==> config.mk <==
export PLATFORM = sky130hd
export DESIGN_NAME = capture_dump_deframer
export DESIGN_NICKNAME = d
export VERILOG_FILES = /design/src/rtl/capture_dump_deframer.sv
export SDC_FILE = /design/constraint.sdc
export NUM_CORES = 1
export LEC_CHECK = 0
export CAP_MARGIN = 20
export CORE_MARGIN = 3
export CORE_UTILIZATION = 25
export CTS_CLUSTER_SIZE = 24
export DETAILED_ROUTE_END_ITERATION = 8
export SYNTH_ARGS = -nofsm -noshare
export SYNTH_HDL_FRONTEND = slang
export SYNTH_SLANG_ARGS = --single-unit
==> constraint.sdc <==
create_clock -name clk -period 5.9 [get_ports clk]
set_clock_uncertainty 0.1 [all_clocks]
set_input_delay 1.18 -clock clk [delete_from_list [all_inputs] [get_ports clk]]
set_output_delay 1.18 -clock clk [all_outputs]
set_load 0.005 [all_outputs]
==> src/rtl/capture_dump_deframer.sv <==
// Receiver for the UART capture dump: hunts the 15x0x55 + 0xAA sync pattern and reassembles
// 16-byte samples into 128-bit words. Define DEFRAMER_TIMEOUT_EN to enable the idle timeout.
module capture_dump_deframer #(
  parameter int unsigned SYNC_MIN = 15,
  parameter int unsigned TIMEOUT  = 20000
) (
  input  logic           clk,
  input  logic           reset_n,
  input  logic [7:0]     rx_data,
  input  logic           rx_valid,
  output logic [127:0]   word_data,
  output logic [8:0]     word_addr,
  output logic           word_valid,
  output logic           locked,
  output logic           frame_done,
  output logic           sync_error
);

  typedef enum logic [1:0] {StHunt, StData, StResync} state_e;

  localparam logic [3:0] SyncMin = 4'(SYNC_MIN);

  if (SYNC_MIN < 1 || SYNC_MIN > 15 || TIMEOUT < 1 || TIMEOUT > 65535) begin : g_param_check
    $error("capture_dump_deframer: SYNC_MIN or TIMEOUT out of range");
  end

  state_e         state_q, state_d;
  logic [3:0]     run_q, run_d;
  // Counts data bytes in DATA and sync bytes in RESYNC.
  logic [3:0]     byte_cnt_q, byte_cnt_d;
  logic [8:0]     addr_q, addr_d;
  logic [119:0]   asm_q, asm_d;
  logic [127:0]   word_data_q, word_data_d;
  logic [8:0]     word_addr_q, word_addr_d;
  logic           word_valid_q, word_valid_d;
  logic           frame_done_q, frame_done_d;
  logic           sync_error_q, sync_error_d;

`ifdef DEFRAMER_TIMEOUT_EN
  localparam logic [15:0] TimeoutVal = 16'(TIMEOUT);
  logic [15:0]    idle_q, idle_d;
`endif

  always_comb begin
    state_d      = state_q;
    run_d        = run_q;
    byte_cnt_d   = byte_cnt_q;
    addr_d       = addr_q;
    asm_d        = asm_q;
    word_data_d  = word_data_q;
    word_addr_d  = word_addr_q;
    word_valid_d = 1'b0;
    frame_done_d = 1'b0;
    sync_error_d = 1'b0;
`ifdef DEFRAMER_TIMEOUT_EN
    idle_d       = idle_q;
`endif

    unique case (state_q)
      StHunt: begin
        if (rx_valid) begin
          if (rx_data == 8'h55) begin
            if (run_q != 4'hF) run_d = run_q + 4'd1;
          end else if (rx_data == 8'hAA && run_q >= SyncMin) begin
            state_d    = StData;
            addr_d     = '0;
            byte_cnt_d = '0;
            run_d      = '0;
          end else begin
            run_d = '0;
          end
        end
      end
      StData: begin
        if (rx_valid) begin
          asm_d      = {asm_q[111:0], rx_data};
          byte_cnt_d = byte_cnt_q + 4'd1;
          if (byte_cnt_q == 4'hF) begin
            word_data_d  = {asm_q, rx_data};
            word_addr_d  = addr_q;
            word_valid_d = 1'b1;
            addr_d       = addr_q + 9'd1;
            if (addr_q == 9'h1FF) begin
              frame_done_d = 1'b1;
              state_d      = StHunt;
              run_d        = '0;
            end else if (addr_q[3:0] == 4'hF) begin
              state_d = StResync;
            end
          end
        end
      end
      StResync: begin
        if (rx_valid) begin
          if (byte_cnt_q != 4'hF && rx_data == 8'h55) begin
            byte_cnt_d = byte_cnt_q + 4'd1;
          end else if (byte_cnt_q == 4'hF && rx_data == 8'hAA) begin
            state_d    = StData;
            byte_cnt_d = '0;
          end else begin
            // The offending byte is dropped, not fed back into the hunt.
            sync_error_d = 1'b1;
            state_d      = StHunt;
            run_d        = '0;
            byte_cnt_d   = '0;
          end
        end
      end
      default: state_d = StHunt;
    endcase

`ifdef DEFRAMER_TIMEOUT_EN
    // A byte in the same cycle always wins over an expiring timer.
    if (state_q == StHunt || rx_valid) begin
      idle_d = '0;
    end else if (idle_q + 16'd1 == TimeoutVal) begin
      idle_d       = '0;
      sync_error_d = 1'b1;
      state_d      = StHunt;
      run_d        = '0;
      byte_cnt_d   = '0;
    end else begin
      idle_d = idle_q + 16'd1;
    end
`endif
  end

  always_ff @(posedge clk or negedge reset_n) begin
    if (!reset_n) begin
      state_q      <= StHunt;
      run_q        <= '0;
      byte_cnt_q   <= '0;
      addr_q       <= '0;
      asm_q        <= '0;
      word_data_q  <= '0;
      word_addr_q  <= '0;
      word_valid_q <= 1'b0;
      frame_done_q <= 1'b0;
      sync_error_q <= 1'b0;
`ifdef DEFRAMER_TIMEOUT_EN
      idle_q       <= '0;
`endif
    end else begin
      state_q      <= state_d;
      run_q        <= run_d;
      byte_cnt_q   <= byte_cnt_d;
      addr_q       <= addr_d;
      asm_q        <= asm_d;
      word_data_q  <= word_data_d;
      word_addr_q  <= word_addr_d;
      word_valid_q <= word_valid_d;
      frame_done_q <= frame_done_d;
      sync_error_q <= sync_error_d;
`ifdef DEFRAMER_TIMEOUT_EN
      idle_q       <= idle_d;
`endif
    end
  end

  assign word_data  = word_data_q;
  assign word_addr  = word_addr_q;
  assign word_valid = word_valid_q;
  assign frame_done = frame_done_q;
  assign sync_error = sync_error_q;
  assign locked     = (state_q != StHunt);

endmodule

# ---- Yosys cells after proc, flatten, opt, wreduce, memory -nomap -nowiden
# Cells that the tools add are included.
dict set report word_totals {
  word_cells 92
  register_bits 279
}
dict set report op_classes {
  eq_ne 20
  magnitude_cmp 1
  n_addsub 3
  n_reduce_logical 13
  n_mux 45
}
# operator count
set op_table {}
lappend op_table {{$mux 4} 15}
lappend op_table {{$mux 9} 5}
lappend op_table {{$pmux 4 s3} 2}
lappend op_table {{$mux 2} 9}
lappend op_table {{$ne 2x2->1 const B} 9}
lappend op_table {{$pmux 9 s2} 1}
lappend op_table {{$mux 1} 12}
lappend op_table {{$reduce_and 6->1} 2}
lappend op_table {{$add 9x1->9 const B} 1}
lappend op_table {{$eq 9x9->1 const B} 1}
lappend op_table {{$reduce_and 9->1} 1}
lappend op_table {{$add 4x1->4 const B} 2}
lappend op_table {{$eq 4x4->1 const B} 2}
lappend op_table {{$eq 8x7->1 const B} 1}
lappend op_table {{$eq 8x8->1 const B} 1}
lappend op_table {{$ne 4x4->1 const B} 2}
lappend op_table {{$reduce_and 8->1} 1}
lappend op_table {{$ne 3x3->1 const B} 2}
lappend op_table {{$pmux 2 s3} 1}
lappend op_table {{$ge 4x4->1 const B} 1}
lappend op_table {{$reduce_bool 2->1} 2}
lappend op_table {{$logic_and 1x1->1} 3}
lappend op_table {{$reduce_and 3->1} 1}
lappend op_table {{$reduce_bool 3->1} 1}
lappend op_table {{4 further kinds} 4}

# ---- Logic depth before layout (Yosys ltp)
dict set report depth {
  depth_word 6
  ltp_mapped 10
  ltp_nobuf 10
}

# ---- Least setup slack after synthesis
# No wires, ideal clock.
dict set report synth_path {
  kind {input -> register}
  start {in rx_valid}
  end {reg run_q[0]}
  arrival_ns 2.459
  cell_stages 6
  slack_ns 3.213
  cell_sequence {buf_4 nand2_1 o2bb2ai_1 or4_4 nor2_1 mux2_1}
}
dict set report synth_via {
  elab_chain_len 2
  elab_cells_between_ends 4
  classes_between {eq/ne (3); reduce/logical (1)}
}
# element line_no
set synth_rtl {}
lappend synth_rtl {{from (decl)} 10} ;# input logic rx_valid,
lappend synth_rtl {{$ne 2x2->1 (no line)} n/a}
lappend synth_rtl {{$reduce_and 9->1 (no line) (*)} n/a}
lappend synth_rtl {{to (signal assigned)} 145} ;# run_q <= run_d;
lappend synth_rtl {{to (decl)} 28} ;# logic [3:0] run_q, run_d;
# Mark *: on every way between the ends. The rest lies on a longest branch, timed or not.
# A chain may end at the register's enable or synchronous reset.

# ---- Final worst setup path
dict set report layout_path {
  start {in rx_valid}
  end {reg word_data_q[67], in the netlist word_data[67]}
}
dict set report layout_via {
  elab_chain_len 1
}
# element line_no
set layout_rtl {}
lappend layout_rtl {{$reduce_and 3->1 (no line)} n/a}
lappend layout_rtl {{to (signal assigned)} 149} ;# word_data_q <= word_data_d;
lappend layout_rtl {{to (decl)} 33} ;# logic [127:0] word_data_q, word_data_d;
# No other way between the ends.

==> results.yml <==
timing:
  slew-limit-headroom: 0.3275
  slew_viol_final: 0
  hold_violations: 0
  timing.hold.ws_ps: 399.1
  period_share: 0.5960
  setup_viol_count_final: 0
  setup_tns_ps: 0
  period_minus_slack_ps: 3516
  rsz0062_at_grt: "no"
  tightest_slew_ps: 1009
  fmax_mhz: 284.4
floorplanning:
  core_region_area_mm2: 0.04232
  num_rows: 75
  die_w_um: 214.0
  initial_core_util: 0.2556
  die_h_um: 214.0
  io_pins: 152
  dieArea_mm2: 0.04579
pwr:
  power_density_mw_per_mm2: 371.7
  p_leak_nw: 6.512
  vdd_drop_max_uv: 261.8
synth:
  synth_top_flop_cell: "dfrtp_1"
  syn_area_per_cell_um2: 15.88
  ys_types: 46
  synthArstFlopShare: 1.000
  synth_cells: 681
  yosysWarnings: 0
  syn_area_mm2: 0.01082
  synth_enable_flop_cells: 0
  syn-num-nets: 700
  ys_seq_area_frac: 0.6455
  ys_ff_latch: 279
worst_setup_path:
  critPathRequiredTime_ps: 6230
  setup.worst_path.start_class: "input port"
  slowest_stage: "buf_4"
  cp_cell_sequence: "clkdlybuf4s50_1, nand2_4, nor2_4, buf_4, mux2_2"
  worst-path-max-fanout: 73
  cpPeakStageDelay_ps: 760
  path_class: "in2reg"
  critPathCaptureType: "flop"
  critPathArrivalTime_ps: 3850
cts:
  ctsLongestPathBuffers: 3
  cts_sinks: 279
  cts_setup_buffers: 0
  insertion_delay_ps: 550
  hold_buffers: 0
  cts_inserted_buffers: 30
  clk_pin_slew_ps: 60
  h-tree-depth: 1
  cts_root_buf: "clkbuf_16"
  cts_tree: "done"
  cts_resized: 0
drt:
  remaining_drc_errors: 0
  vias_per_cell: 4.214
  postRouteAntennaNets: 0
  wire_per_inst_um: 15.92
  vias: 6064
  drt_iter0_markers: 254
  firstDrtPassIters: 4
  wirelength_um: 22910
placement:
  place_inst: 1383
  portBuffers: 151
  place.gp.congestion: 0.7177
  dpl.hpwl_um: 15010
  placed_area_mm2: 0.01297
cells_and_area:
  n_antenna_cell: 0
  fin_nets: 857
  drive_gt1_frac: 0.3747
  finalNonFillerCells: 1439
  area_growth_syn_to_layout_pct: 29.22
  stdcell_area_mm2: 0.01398
status:
  status: "finished, final reports clean"
global_route:
  overflow: 0
  grt_usage: 0.09931
  antenna_found_initial: 0
  grt_pass1_wl_um: 37310
  grt_pass1_vias: 6526
  grt_start_max_net_pins: 131
flow_run:
  drv_cap: 0
min_path:
  hold_path_class: "reg2reg"
-- cell usage after synthesis, types with 2 or more instances --
master / instances / area [um2]
nand2b_1: 2 / 12.51
a22o_1: 2 / 17.52
o21ai_1: 3 / 15.01
clkbuf_1: 6 / 22.52
ha_1: 8 / 100.1
mux2i_1: 3 / 30.03
o31ai_1: 2 / 15.01
dfrtp_1: 279 / 6982
nor3_1: 4 / 20.02
inv_1: 6 / 22.52
nand3_1: 8 / 40.04
mux2_2: 258 / 2905
o21bai_1: 2 / 15.01
nor4_1: 3 / 18.77
and3_1: 5 / 31.28
nand2_1: 14 / 52.55
o31a_1: 3 / 26.28
nor2_1: 12 / 45.04
buf_2: 24 / 120.1
o21ai_0: 9 / 45.04
nand4bb_1: 3 / 33.78
-- cell families after synthesis --
kind of cell               count (synthesis)  share of synthesized area
and+or+nand+nor                           64                    0.03575
buffers and inverters                     37                    0.01597
AOI/OAI and AO/OA                         31                    0.02106
adders and majority gates                  8                   0.009255
DFF                                      279                     0.6455
muxes                                    262                     0.2724
-- area by class of cell --
class                   instances  area (um2)
flip-flops and latches        279        6982
clock inverters                10       95.09
multi-input cells             365        3676
repair buffers                156        1567
inverters                       6       22.52
well taps                     577       721.9
clock buffers                  46       912.1
fillers                      4156       28350
-- path summary, 6_finish.rpt --
| path | start | slack, ps | end | cells past startpoint |
|---|---|---|---|---|
| min in group asynchronous | reset_n | 510 | word_data[80] | 1 |
| worst min-delay path | asm_q[116] | 400 | asm_q[116] | 1 |
| worst max-delay path | rx_valid | 2380 | word_data[67] | 5 |
| worst max register to register | state_q[1] | 2660 | word_data[67] | 6 |
| max in group asynchronous | reset_n | 3970 | asm_q[44] | 2 |
| worst min register to register | asm_q[116] | 400 | asm_q[116] | 1 |
-- layer usage --
layer,wire length (um),track usage,part of all wire,vias to the layer above
met5,0,0,0,-
met4,591,0.02791,0.026,0
met2,10050,0.1521,0.44,149
li1,-,-,-,2765
met1,10490,0.1325,0.46,3110
met3,1776,0.03645,0.078,40
-- worst max-delay path, delay by kind of cell --
kind	cells	cell delay, ps
and+or+nand+nor	2	700
buffers and inverters	2	1470
muxes	1	410
-- stage by stage --
stage / total power, mW / utilization / worst slack, ps
2_1_floorplan: 3.081 / - / 3213
3_3_place_gp: 3.348 / 0.3064 / 1755
3_5_place_dp: 3.381 / 0.3064 / 1747
4_1_cts: 5.304 / 0.3302 / 2339
5_1_grt: 5.492 / 0.3302 / 2175
6_report: 5.194 / 0.3302 / 2384
-- sequential cells by signal (all words and copies together), names as in the netlist --
| register | cells |
|---|---|
| addr_q | 9 |
| run_q | 4 |
| asm_q | 120 |
| frame_done | 1 |
| word_data | 128 |
| byte_cnt_q | 4 |
| state_q | 2 |
| sync_error | 1 |
| word_valid | 1 |
| word_addr | 9 |
-- power by group --
group	internal [mW]	switching (mW)	leakage (nW)
logic	0.444	0.345	2.25
registers	2.25	0.277	3.77
clock network	1.11	0.766	0.491
-- cell usage in the layout (no fill, tap or decap), types with 4 or more instances in the layout --
| cell | instances |
|---|---|
| clkbuf_8 | 8 |
| o21ai_0 | 9 |
| buf_4 | 4 |
| nor2_1 | 11 |
| clkbuf_1 | 7 |
| inv_1 | 6 |
| nor3_1 | 4 |
| mux2_2 | 258 |
| and3_1 | 5 |
| nand3_1 | 8 |
| nand2_1 | 13 |
| dfrtp_1 | 279 |
| ha_1 | 8 |
| clkbuf_16 | 31 |
| clkdlybuf4s50_1 | 150 |
Note: power is estimated with default switching activity, not from simulation.
